[src/rtl/branch_resolve_checker_pkg.sv]
// Shared types for the branch resolve checker: queue entry, FSM encoding and PC constants.
package branch_pkg;

    localparam logic [63:0] INSTR_BYTES   = 64'd4;
    localparam logic [63:0] NO_PREDICTION = 64'd0;

    typedef struct packed {
        logic [63:0] pc;
        logic [63:0] pred;
    } pred_entry_t;

    typedef enum logic {
        RUN   = 1'b0,
        FLUSH = 1'b1
    } resolve_state_t;

endpackage

[src/rtl/branch_resolve_checker_pred_queue.sv]
// pred_queue: circular FIFO of in-flight predictions with push, pop and whole-queue clear.
module pred_queue
    import branch_pkg::*;
#(
    parameter int DEPTH = 8
) (
    input  logic        clk,
    input  logic        arst_n,
    input  logic        push,
    input  logic        pop,
    input  logic        clear,
    input  pred_entry_t push_entry,
    output logic        full,
    output logic        empty,
    output pred_entry_t head
);

    localparam int PW = (DEPTH > 1) ? $clog2(DEPTH) : 1;
    localparam int CW = PW + 1;

    pred_entry_t   mem [DEPTH];
    logic [PW-1:0] head_ptr;
    logic [PW-1:0] tail_ptr;
    logic [CW-1:0] count;

    logic do_push;
    logic do_pop;

    assign full    = (count == CW'(DEPTH));
    assign empty   = (count == '0);
    assign head    = mem[head_ptr];
    assign do_push = push & ~full & ~clear;
    assign do_pop  = pop & ~empty & ~clear;

    always_ff @(posedge clk) begin
        if (do_push) begin
            mem[tail_ptr] <= push_entry;
        end
    end

    // DEPTH is a power of two, so pointer wrap is the natural overflow of PW bits.
    always_ff @(posedge clk) begin
        if (!arst_n || clear) begin
            head_ptr <= '0;
            tail_ptr <= '0;
            count    <= '0;
        end else begin
            if (do_push) begin
                tail_ptr <= tail_ptr + PW'(1);
            end
            if (do_pop) begin
                head_ptr <= head_ptr + PW'(1);
            end
            case ({do_push, do_pop})
                2'b10:   count <= count + CW'(1);
                2'b01:   count <= count - CW'(1);
                default: count <= count;
            endcase
        end
    end

endmodule

[config.mk]
export PLATFORM = sky130hd
export DESIGN_NAME = pred_queue
export DESIGN_NICKNAME = d
export VERILOG_FILES = /design/src/rtl/branch_resolve_checker_pkg.sv /design/src/rtl/branch_resolve_checker_pred_queue.sv
export SDC_FILE = /design/constraint.sdc
export NUM_CORES = 1
export LEC_CHECK = 0
export ABC_AREA = 1
export BUFFER_PORTS_ARGS = -buffer_cell sky130_fd_sc_hd__buf_2
export CAP_MARGIN = 20
export CORE_MARGIN = 2
export CORE_UTILIZATION = 45
export CTS_BUF_LIST = sky130_fd_sc_hd__clkbuf_8
export DETAILED_ROUTE_END_ITERATION = 10
export PLACE_DENSITY_LB_ADDON = 0.15
export SYNTH_ARGS = -nofsm -noshare
export SYNTH_HDL_FRONTEND = slang
export SYNTH_SLANG_ARGS = --single-unit
[constraint.sdc]
create_clock -name clk -period 10.4 [get_ports clk]
set_clock_uncertainty 0.05 [all_clocks]
set_input_delay 1.56 -clock clk [delete_from_list [all_inputs] [get_ports clk]]
set_output_delay 1.56 -clock clk [all_outputs]
set_load 0.005 [all_outputs]
---- Word level (Yosys, flattened, before mapping) ----
Memory sizes are Yosys's and may differ from the RTL's. A register that Yosys moved wholly into a read port is not among the register bits.
Index checks and enable logic that the tools add are counted.
W data, S select, Z words.
word-level totals
  flip-flop bits (word level) ............. 10
  RAM bits ................................ 1024
  bits of input ports ..................... 133
  word-level logic and storage cells ...... 27
  memories kept ........................... 1
memory list
  name  words  width  read ports  clocked after memory_dff  wr ports  line                                     text
  mem   8      128    1           1                         1         branch_resolve_checker_pred_queue.sv:21  pred_entry_t mem [DEPTH];
operators by class
  $add $sub $neg .......................... 4
  equal/unequal tests ..................... 3
  muxes and demuxes ....................... 5
  bitwise gates (word level) .............. 7
  reductions and logical operators ........ 4
operator list
  cell                   count
  $pmux W4 S2            1
  $add A3 B1 Y3 const B  2
  $mux W3                2
  $add A4 B1 Y4 const B  1
  $and A1 B1 Y1          4
  $eq A4 B4 Y1 const B   1
  $logic_not A4 Y1       1
  $sub A4 B1 Y4 const B  1
  $not A1 Y1             3
  $eq A2 B1 Y1 const B   1
  $eq A2 B2 Y1 const B   1
  $mux W1                2
  $reduce_bool A2 Y1     1
  $logic_not A1 Y1       1
  $logic_or A1 B1 Y1     1

---- Depth between registers and ports, before layout ----
  word-level depth ........................ 6
  gate-level depth with buffers ........... 15
  depth with buffers taken out ............ 15

---- Least setup slack after synthesis ----
No wires, ideal clock.
  path kind ............................... input-to-reg
  start ................................... in push
  end ..................................... mem mem[0][0] (netlist bit) (enable)
  arrival ................................. 7.357 ns
  required time ........................... 9.733 ns
  slack ................................... 2.375 ns
  stages on the path ...................... 4
  cells stage by stage .................... inv_1 > nor3_1 > nand2_1 > nor2_1
on the way
  word-level cells in the longest chain between the ends .. 4
ends and longest elaborated chain
  element                        line                                     text
  start: declaration             branch_resolve_checker_pred_queue.sv:9   input logic push,
  $and A1 B1 Y1 (2 in series)    branch_resolve_checker_pred_queue.sv:32  assign do_push = push & ~full & ~clear;
  $mux W1                        branch_resolve_checker_pred_queue.sv:36  if (do_push) begin
  $mux W1 (not written as such)  branch_resolve_checker_pred_queue.sv:37  mem[tail_ptr] <= push_entry;
  end: declaration               branch_resolve_checker_pred_queue.sv:21
No other way between the ends.

==> flow_summary.ini <==
[power_and_ir_drop]
power.static_leakage_nw = 15.7
p_per_area_mw_per_mm2 = 178
irDropWorstVdd_mv = 0.131

[route]
drt_iter0_markers = 1866
vias = 24500
wl_met3_mm = 5.18
dr_wl_met2_mm = 47.6
route.detailed.drc = 0
met1_length_mm = 40.8
top_layer_used = met5
ant_nets = 0
wl_per_cell_um = 21.0
via_per_inst = 5.35
drt_wl_total_mm = 95.9
dr.pass1.iters = 5

[global_routing]
grt_antenna_before_repair = 22
grt_pass1_vias = 24800
grt_overflow = 0
grt_util_all_layers = 0.206
grt_pass1_wl_mm = 145
grt_max_degree = 219

[sta]
drv_slew = 0
hold_viol = 0
tns_ns = 0
rsz0062_at_grt = no
finalCriticalPeriod_ns = 5.97
fin_hold_ws_ns = 0.444
slew_headroom = 0.267
setup_violations = 0
fmax_ghz = 0.168
tightest_slew_ns = 1.10
finalCritPeriodShare = 0.574

[synth]
synth_seq_area_share = 0.767
synth.avg_cell_area_um2 = 13.6
synthCells = 2976
synth_area_mm2 = 0.0404
yosys_warnings = 0
ys_ff_latch = 1037
synth_nets = 3114
synthTopCellsByArea = edfxtp_1 (76%), nor2_1 (4.9%), o21ai_0 (4.6%), nand2_1 (3.8%), mux2i_1 (3.2%)
synth_top_area_cell = edfxtp_1
synth_cell_types = 22
yosysTopAreaCellShare = 0.761

[die]
num_rows = 109
dieHeight_um = 304
dieWidth_um = 304
dieArea_mm2 = 0.0922
core-area_mm2 = 0.0886
ios = 263
initial_core_util = 0.456

[placed_design]
gp_congestion = 0.745
numPortBuffers = 262
placed_cell_area_mm2 = 0.0426
dp_hpwl_mm = 48.4
place_inst = 4254

[finish]
final_area_mm2 = 0.0457
area_growth_pct = 13.2
layout-drive-gt1-share = 0.151
instances_no_fill = 4571
layout.nets = 3400

[clock_network]
clkTransAtPathRegs_ns = 0.06
htreeDepth = 4
cts_buffers = 170
cts_resized = 0
cts_tree = yes
insertion_delay_ns = 0.79
clock_sinks = 1037
postCtsHoldBufs = 0
postCtsSetupRepairBufs = 0
clockRootBuffer = clkbuf_8
cts_buffer_depth = 3

[worst_setup_path]
endpoint_kind = primary output
required_ns = 8.79
worstSetupPathType = flip-flop to primary output
worstPathMaxFanout = 184
worst_ep_arrival_time_ns = 4.36
start_kind = flip-flop

[min_path]
min_path_type = flip-flop to flip-flop

[status]
outcome = finished clean

[job]
drv_cap = 0
cells in the final DEF (no fill, tap or decap):
cell	instances
edfxtp_1	1024
nor2_1	520
nand2_1	409
o21ai_0	371
buf_2	262
clkbuf_8	174
o21ai_1	145
mux2i_1	128
o22ai_1	128
inv_1	80
clkinv_1	40
buf_4	30
clkinv_2	15
diode_2	11
a21oi_1	10
dfxtp_1	10
nor2_4	8
nand3_1	5
inv_8	5
ha_1	5
buf_12	5
inv_6	4
xor2_1	3
dfxtp_4	3
clkinvlp_4	3
bufinv_16	3
xnor2_1	2
nor3_1	1
clkinv_8	1
buf_16	1
stage by stage:
step / util / total power, mW / setup slack (ns)
finish: 0.516 / 8.13 / 4.43
global route: 0.516 / 8.44 / 4.00
CTS: 0.515 / 8.24 / 4.18
detailed placement: 0.481 / 5.03 / 5.14
global placement: 0.481 / 5.02 / 5.15
floorplan: - / 4.89 / 2.38
critical path, stage by stage (launching register included):
cell and delay [ns]:
dfxtp_4 1.03, buf_12 0.61, buf_4 0.88, o21ai_0 0.24, o22ai_1 0.23, nand2_1 0.09, nand2_1 0.14, buf_2 0.13
report_power, final:
part | total, mW | leakage (nW) | switching [mW] | internal [mW]
clock network | 3.19 | 1.79 | 1.56 | 1.63
logic | 0.293 | 4.58 | 0.200 | 0.0933
registers | 4.65 | 9.36 | 0.0134 | 4.64
sequential cells by signal (all words and copies together), names as in the netlist, named ones only:
name	count
count	4
head_ptr	3
mem	1024
tail_ptr	3
layer usage:
layer  up-vias  track usage
met1     12200        0.264
met4        20       0.0747
met3       169       0.0484
met2       611        0.344
li1      11500            -
met5         -            0
cells by family (layout without fill, tap and decap cells):
kind of cell,after synthesis,count (layout),synth area share
AO/OA/AOI/OAI,654,654,0.0849
flip-flops,1037,1037,0.767
other,0,11,0
AND/OR/NAND/NOR,943,943,0.0878
buffers and inverters,204,623,0.0258
XOR/XNOR,5,5,0.00108
adder cells (fa/ha/maj),5,5,0.00155
multiplexers,128,128,0.0317
final cells by class:
class,count,area (µm²)
multi-input cells,1735,8430
diodes,11,27.5
inverters,20,90.1
clock inverters,131,656
fillers,7644,42900
well taps,1165,1460
repair buffers,298,1660
flip-flops and latches,1037,31000
clock buffers,174,2390
worst paths after layout:
kind	startpoint	end	slack, ns	cells after the start
max	flip-flop	head[75]	4.43	7
min	head_ptr[2]	flip-flop	0.44	2
max reg2reg	count[1]	mem[7][77]	6.65	8
min reg2reg	head_ptr[2]	flip-flop	0.44	2
cells in the mapped netlist:
cell	n
xnor2_1	2
dfxtp_1	13
inv_2	1
xor2_1	3
nor2_1	528
a21oi_1	10
mux2i_1	128
o21ai_1	145
edfxtp_1	1024
inv_1	19
buf_2	42
o21ai_0	371
buf_6	12
buf_1	20
o22ai_1	128
buf_8	11
buf_4	3
clkbuf_1	96
nand2_1	409
ha_1	5
nand3_1	5
nor3_1	1
Note: power is estimated with default switching activity, not from simulation.
